==> src/rtl/alu_bist_ctrl.sv <==
// alu_bist_ctrl: built-in self-test sequencer for the 8-bit ALU command port.
// Sweeps all 16 commands over LFSR-generated operand pairs for a number of
// passes, compacts every ALU result into a 16-bit MISR, and compares the final
// signature against a golden value.
module alu_bist_ctrl #(
  parameter logic [7:0]  SEED_A        = 8'd135,
  parameter logic [7:0]  SEED_B        = 8'd201,
  parameter int          NUM_PASSES    = 4,
  parameter int          SETTLE_CYCLES = 1,
  parameter logic [15:0] EXPECTED_SIG  = 16'h0000
) (
  input  logic        clk,
  input  logic        rst_n,
  input  logic        start,
  input  logic        abort,
  output logic        oe,
  output logic [3:0]  command_out,
  output logic [7:0]  a_out,
  output logic [7:0]  b_out,
  input  logic [15:0] d_in,
  output logic        busy,
  output logic        done,
  output logic        pass,
  output logic [15:0] signature
);

  typedef enum logic [1:0] {
    IDLE    = 2'd0,
    SETTLE  = 2'd1,
    CAPTURE = 2'd2,
    DONE    = 2'd3
  } state_t;

  // An all-zero LFSR would lock up, so a zero seed is replaced by 1.
  localparam logic [7:0] SEED_A_INIT = (SEED_A == 8'd0) ? 8'h01 : SEED_A;
  localparam logic [7:0] SEED_B_INIT = (SEED_B == 8'd0) ? 8'h01 : SEED_B;
  localparam logic [7:0] LAST_PASS   = 8'(NUM_PASSES - 1);
  localparam logic [3:0] SETTLE_LAST = 4'(SETTLE_CYCLES - 1);

  state_t      state, state_nxt;
  logic [3:0]  cmd_p0;
  logic [3:0]  settle_cnt_p0;
  logic [7:0]  lfsr_a_p0, lfsr_b_p0;
  logic [7:0]  pass_cnt_p0;
  logic [15:0] sig_p0;
  logic        vld_p0;
  logic        start_ok;
  logic        cap_last;

  // CRC-16-CCITT style MISR step: shift, fold feedback, absorb the result.
  function automatic logic [15:0] misr_step(input logic [15:0] sig, input logic [15:0] din);
    misr_step = ({sig[14:0], 1'b0} ^ (sig[15] ? 16'h1021 : 16'h0000)) ^ din;
  endfunction

  // Maximal-length 8-bit Fibonacci LFSR (taps 7,5,4,3).
  function automatic logic [7:0] lfsr_step(input logic [7:0] q);
    lfsr_step = {q[6:0], q[7] ^ q[5] ^ q[4] ^ q[3]};
  endfunction

  assign vld_p0    = (state == SETTLE) || (state == CAPTURE);
  // busy still high means DONE/IDLE was entered on the previous edge and the
  // registered outputs have not caught up yet; a start there is dropped.
  assign start_ok  = start && !vld_p0 && !busy;
  assign cap_last  = (cmd_p0 == 4'hF) && (pass_cnt_p0 == LAST_PASS);
  assign signature = sig_p0;

  // State register.
  always_ff @(posedge clk or negedge rst_n) begin
    if (!rst_n) state <= IDLE;
    else        state <= state_nxt;
  end

  // Next-state decode; abort outranks capture.
  always_comb begin
    state_nxt = state;
    case (state)
      IDLE, DONE: if (start_ok) state_nxt = SETTLE;
      SETTLE: begin
        if (abort)                            state_nxt = IDLE;
        else if (settle_cnt_p0 == SETTLE_LAST) state_nxt = CAPTURE;
      end
      CAPTURE: begin
        if (abort)         state_nxt = IDLE;
        else if (cap_last) state_nxt = DONE;
        else               state_nxt = SETTLE;
      end
      default: state_nxt = IDLE;
    endcase
  end

  // ---- stage p0: run state (command, operands, counters, MISR) ----
  // Run-state update: load on start, count settle cycles, absorb on capture.
  always_ff @(posedge clk or negedge rst_n) begin
    if (!rst_n) begin
      cmd_p0        <= 4'd0;
      settle_cnt_p0 <= 4'd0;
      lfsr_a_p0     <= SEED_A_INIT;
      lfsr_b_p0     <= SEED_B_INIT;
      pass_cnt_p0   <= 8'd0;
      sig_p0        <= 16'hFFFF;
    end else if (start_ok) begin
      cmd_p0        <= 4'd0;
      settle_cnt_p0 <= 4'd0;
      lfsr_a_p0     <= SEED_A_INIT;
      lfsr_b_p0     <= SEED_B_INIT;
      pass_cnt_p0   <= 8'd0;
      sig_p0        <= 16'hFFFF;
    end else if (state == SETTLE && !abort) begin
      settle_cnt_p0 <= settle_cnt_p0 + 4'd1;
    end else if (state == CAPTURE && !abort) begin
      sig_p0        <= misr_step(sig_p0, d_in);
      cmd_p0        <= cmd_p0 + 4'd1;
      settle_cnt_p0 <= 4'd0;
      if (cmd_p0 == 4'hF) begin
        lfsr_a_p0   <= lfsr_step(lfsr_a_p0);
        lfsr_b_p0   <= lfsr_step(lfsr_b_p0);
        pass_cnt_p0 <= pass_cnt_p0 + 8'd1;
      end
    end
  end

  // ---- stage p1: registered ALU drive and status outputs ----
  // Output registers follow the p0 state one cycle later; done/pass clear on start.
  always_ff @(posedge clk or negedge rst_n) begin
    if (!rst_n) begin
      oe          <= 1'b0;
      command_out <= 4'd0;
      a_out       <= 8'd0;
      b_out       <= 8'd0;
      busy        <= 1'b0;
      done        <= 1'b0;
      pass        <= 1'b0;
    end else begin
      oe          <= vld_p0;
      command_out <= vld_p0 ? cmd_p0 : 4'd0;
      a_out       <= vld_p0 ? lfsr_a_p0 : 8'd0;
      b_out       <= vld_p0 ? lfsr_b_p0 : 8'd0;
      busy        <= vld_p0;
      if (start_ok) begin
        done <= 1'b0;
        pass <= 1'b0;
      end else begin
        done <= (state == DONE);
        pass <= (state == DONE) && (sig_p0 == EXPECTED_SIG);
      end
    end
  end

endmodule
==> config.mk <==
export PLATFORM = sky130hd
export DESIGN_NAME = alu_bist_ctrl
export DESIGN_NICKNAME = d
export VERILOG_FILES = /design/src/rtl/alu_bist_ctrl.sv
export SDC_FILE = /design/constraint.sdc
export NUM_CORES = 1
export LEC_CHECK = 0
export ABC_AREA = 1
export CAP_MARGIN = 20
export CORE_ASPECT_RATIO = 0.8
export CORE_MARGIN = 2
export CORE_UTILIZATION = 45
export CTS_CLUSTER_DIAMETER = 150
export DETAILED_ROUTE_END_ITERATION = 7
export PLACE_DENSITY = 0.72
export SLEW_MARGIN = 20
export SYNTH_ARGS = -nofsm -noshare
export SYNTH_HDL_FRONTEND = slang
export SYNTH_SLANG_ARGS = --single-unit
==> constraint.sdc <==
create_clock -name clk -period 1.6 [get_ports clk]
set_clock_uncertainty 0.2 [all_clocks]
set_input_delay 0.32 -clock clk [delete_from_list [all_inputs] [get_ports clk]]
set_output_delay 0.32 -clock clk [all_outputs]
set_load 0.005 [all_outputs]
==> impl_metrics.ini <==
[yosys]
async_flop_share_pct = 100
synth_seq_cells = 73
synth_top_area_cell = dfrtp_1
synth_top_area_share_pct = 35.3
synth-xor-area-share_pct = 4.79
synth_edf_count = 0
synthAdderAreaFrac_pct = 2.52
synth_warnings = 0
ys_top_cells_by_area = dfrtp_1, dfstp_2, nand2_1
yosysSeqAreaShare_pct = 53.5
yosys.cell_count.top_type = nand2_1
synth_area_um2 = 3470
synthesis.nets = 429
synth_compound_area_share_pct = 9.84
synthSimpleGateAreaFrac_pct = 20.9
yosys-mux-area-fraction_pct = 0
synth_top_flop_cell = dfrtp_1
synth_common_cells = nand2_1, nor2_1, inv_1
syn_inst = 402
ys_types = 27
syn_avg_cell_area_um2 = 8.64
synth_top_family_by_area = simple AND/OR/NAND/NOR gates

[global_route]
grt_pass1_vias = 2896
globalRouteMet3Util_pct = 5.72
met1_usage_pct = 25.4
grt_overflow = 0
grt_usage_pct = 20.4
grtUsageMet2_pct = 34.1
grt_max_degree = 74
grt_pass1_wl_um = 13100
antenna_found_initial = 0
grt.busiest_layer = met2

[pwr]
p_leak_nw = 2.41
finalPower_mw = 8.58
ir_drop_mv = 0.715
power_density_nw_per_um2 = 1750

[detailed_routing]
dr.pass1.iters = 5
wl_per_cell_um = 14.0
final_antenna_net_count = 0
vias_per_cell = 4.81
drc = 0
drt_iter0_drc = 134
routed_wl_um = 8640
vias = 2974

[final_layout]
nNetsFinal = 535
area_growth_pct = 41.6
diodes = 0
drive_gt1_share_pct = 31.8
layout.area.seq_um2 = 1860
multiInputGateArea_um2 = 1470
nFillCells = 599
final_cell_area_um2 = 4920

[timing]
min_period_ps = 1730
fmax_mhz = 578
tns_ps = -3560
slew_viol_final = 0
fin_crit_sh_pct = 108
fin_ws_ps = -129
hold_violations = 0
setup_viol = 42
relSlewSlack_pct = 73.5
worst_slew_pin_slew_ps = 397
rsz0062_at_grt = true
whs_ps = 276

[floorplan]
num_rows = 28
fp.dieW_um = 102
initial_core_util_pct = 46.7
ios = 60
fp.dieArea_um2 = 8440
die_h_um = 82.6
core_um2 = 7430

[placement]
hpwl_um = 5320
gp_congestion = 0.862
numPortBuffers = 59
place_area_um2 = 4390

[outcome]
violations = setup timing
status = complete, but fails checks

[setup_path]
start_kind = flop
worstPathArrival_ps = 1790
path_max_fanout = 6
crit_type = flop to flop
worst_path_most_repeated_cell = o21ai_0
cp-end-kind = flop
path_cells = ha_4 -> nand3_4 -> o21ai_4 -> buf_6 -> buf_12 -> o21ai_0 -> o21ai_0
cp.required_ps = 1660
cpMaxStageDelayCell = dfrtp_2
cpPeakStageDelay_ps = 450
r2r_slack_ps = -130

[clock_network]
cts_buffer_depth = 2
cts_num_sinks = 73
cts_root_buffer = clkbuf_8
numCtsBuffers = 9
htree_levels = 3
clock_latency_ps = 350
path_clk_slew_ps = 80
cts_tree = yes

[run]
maxCapViolations = 0

[min_path]
min_path_type = flop to flop
## worst max-delay path: cells and delay by family, from the launching register on
| kind | cells | cell delay (ps) |
|---|---|---|
| adders and majority gates | 1 | 290 |
| and+or+nand+nor | 1 | 100 |
| AOI/OAI and AO/OA | 3 | 300 |
| buffers and inverters | 2 | 310 |
| DFF | 1 | 450 |
## placed cells by master (no fill, tap or decap), types with 3 or more instances in the layout
cell type	instances
a21oi_1	4
buf_12	5
buf_2	17
buf_4	30
buf_6	9
clkbuf_16	4
clkbuf_8	11
clkdlybuf4s50_1	18
dfrtp_1	48
dfstp_2	24
dlygate4sd2_1	23
ha_1	5
inv_1	49
inv_2	3
nand2_1	70
nand2_2	22
nand2_4	4
nand3_1	20
nand4_1	4
nor2_1	52
o21ai_0	11
o21ai_1	23
o21ai_2	16
xor2_1	17
## registers in the layout (all words and copies together) (netlist names)
register,count
settle_cnt_p0,4
pass,1
command_out,4
busy,1
done,1
cmd_p0,4
state,2
b_out,8
a_out,8
lfsr_b_p0,8
lfsr_a_p0,8
pass_cnt_p0,8
signature,16
## kinds of logic (layout without fill, tap and decap cells)
group                    after synthesis  after routing
AND/OR/NAND/NOR                      178            178
flip-flops                            73             73
buffers and inverters                 67            178
AO/OA/AOI/OAI                         58             58
XOR/XNOR                              19             19
adder cells (fa/ha/maj)                7              7
## metal layers
layer / part of all wire (%) / wire (um)
met5: 0 / 0
met4: 1.4 / 121
met3: 3.6 / 311
met2: 51 / 4370
met1: 44 / 3840
## metrics by stage
step	setup slack [ps]	utilization, %	cells
global placement	-311	59.2	581
finish	-129	66.2	618
detailed placement	-379	59.2	581
CTS	-134	63.3	610
global route	-239	66.2	618
floorplan	-88.8	-	402
## final cells by class
type                            instances  area share (%)
Clock buffer                           12            3.16
Clock inverter                          4            1.55
Inverter                               53            4.20
Multi-Input combinational cell        262            29.8
Sequential cell                        73            37.8
Tap cell                              105            2.67
Timing Repair Buffer                  109            20.8
## report_power, final
group | internal, mW | switching (mW) | leakage, nW | total, mW
Combinational | 1.93 | 2.08 | 1.38 | 4.01
Clock | 0.967 | 0.694 | 0.113 | 1.66
Sequential | 2.57 | 0.345 | 0.913 | 2.92
## final timing paths
path,depth (start not counted),start,end
worst max-delay path,7,state[1],signature[11]
worst min-delay path,2,lfsr_b_p0[0],lfsr_b_p0[0]
worst max register to register,7,state[1],signature[11]
worst min register to register,2,lfsr_b_p0[0],lfsr_b_p0[0]
max in group asynchronous,3,rst_n,signature[9]
min in group asynchronous,3,rst_n,cmd_p0[2]
## timing repair
item | CTS | global route
hold buffers | 1 | 0
endpoints found under the setup margin | 88 | 51
hold endpoints to repair | 49 | 0
cloned | 1 | 4
pin swaps | 6 | 5
setup buffers | 11 | 5
gates resized for setup | 124 | 29
(Power assumes the default switching activity.)
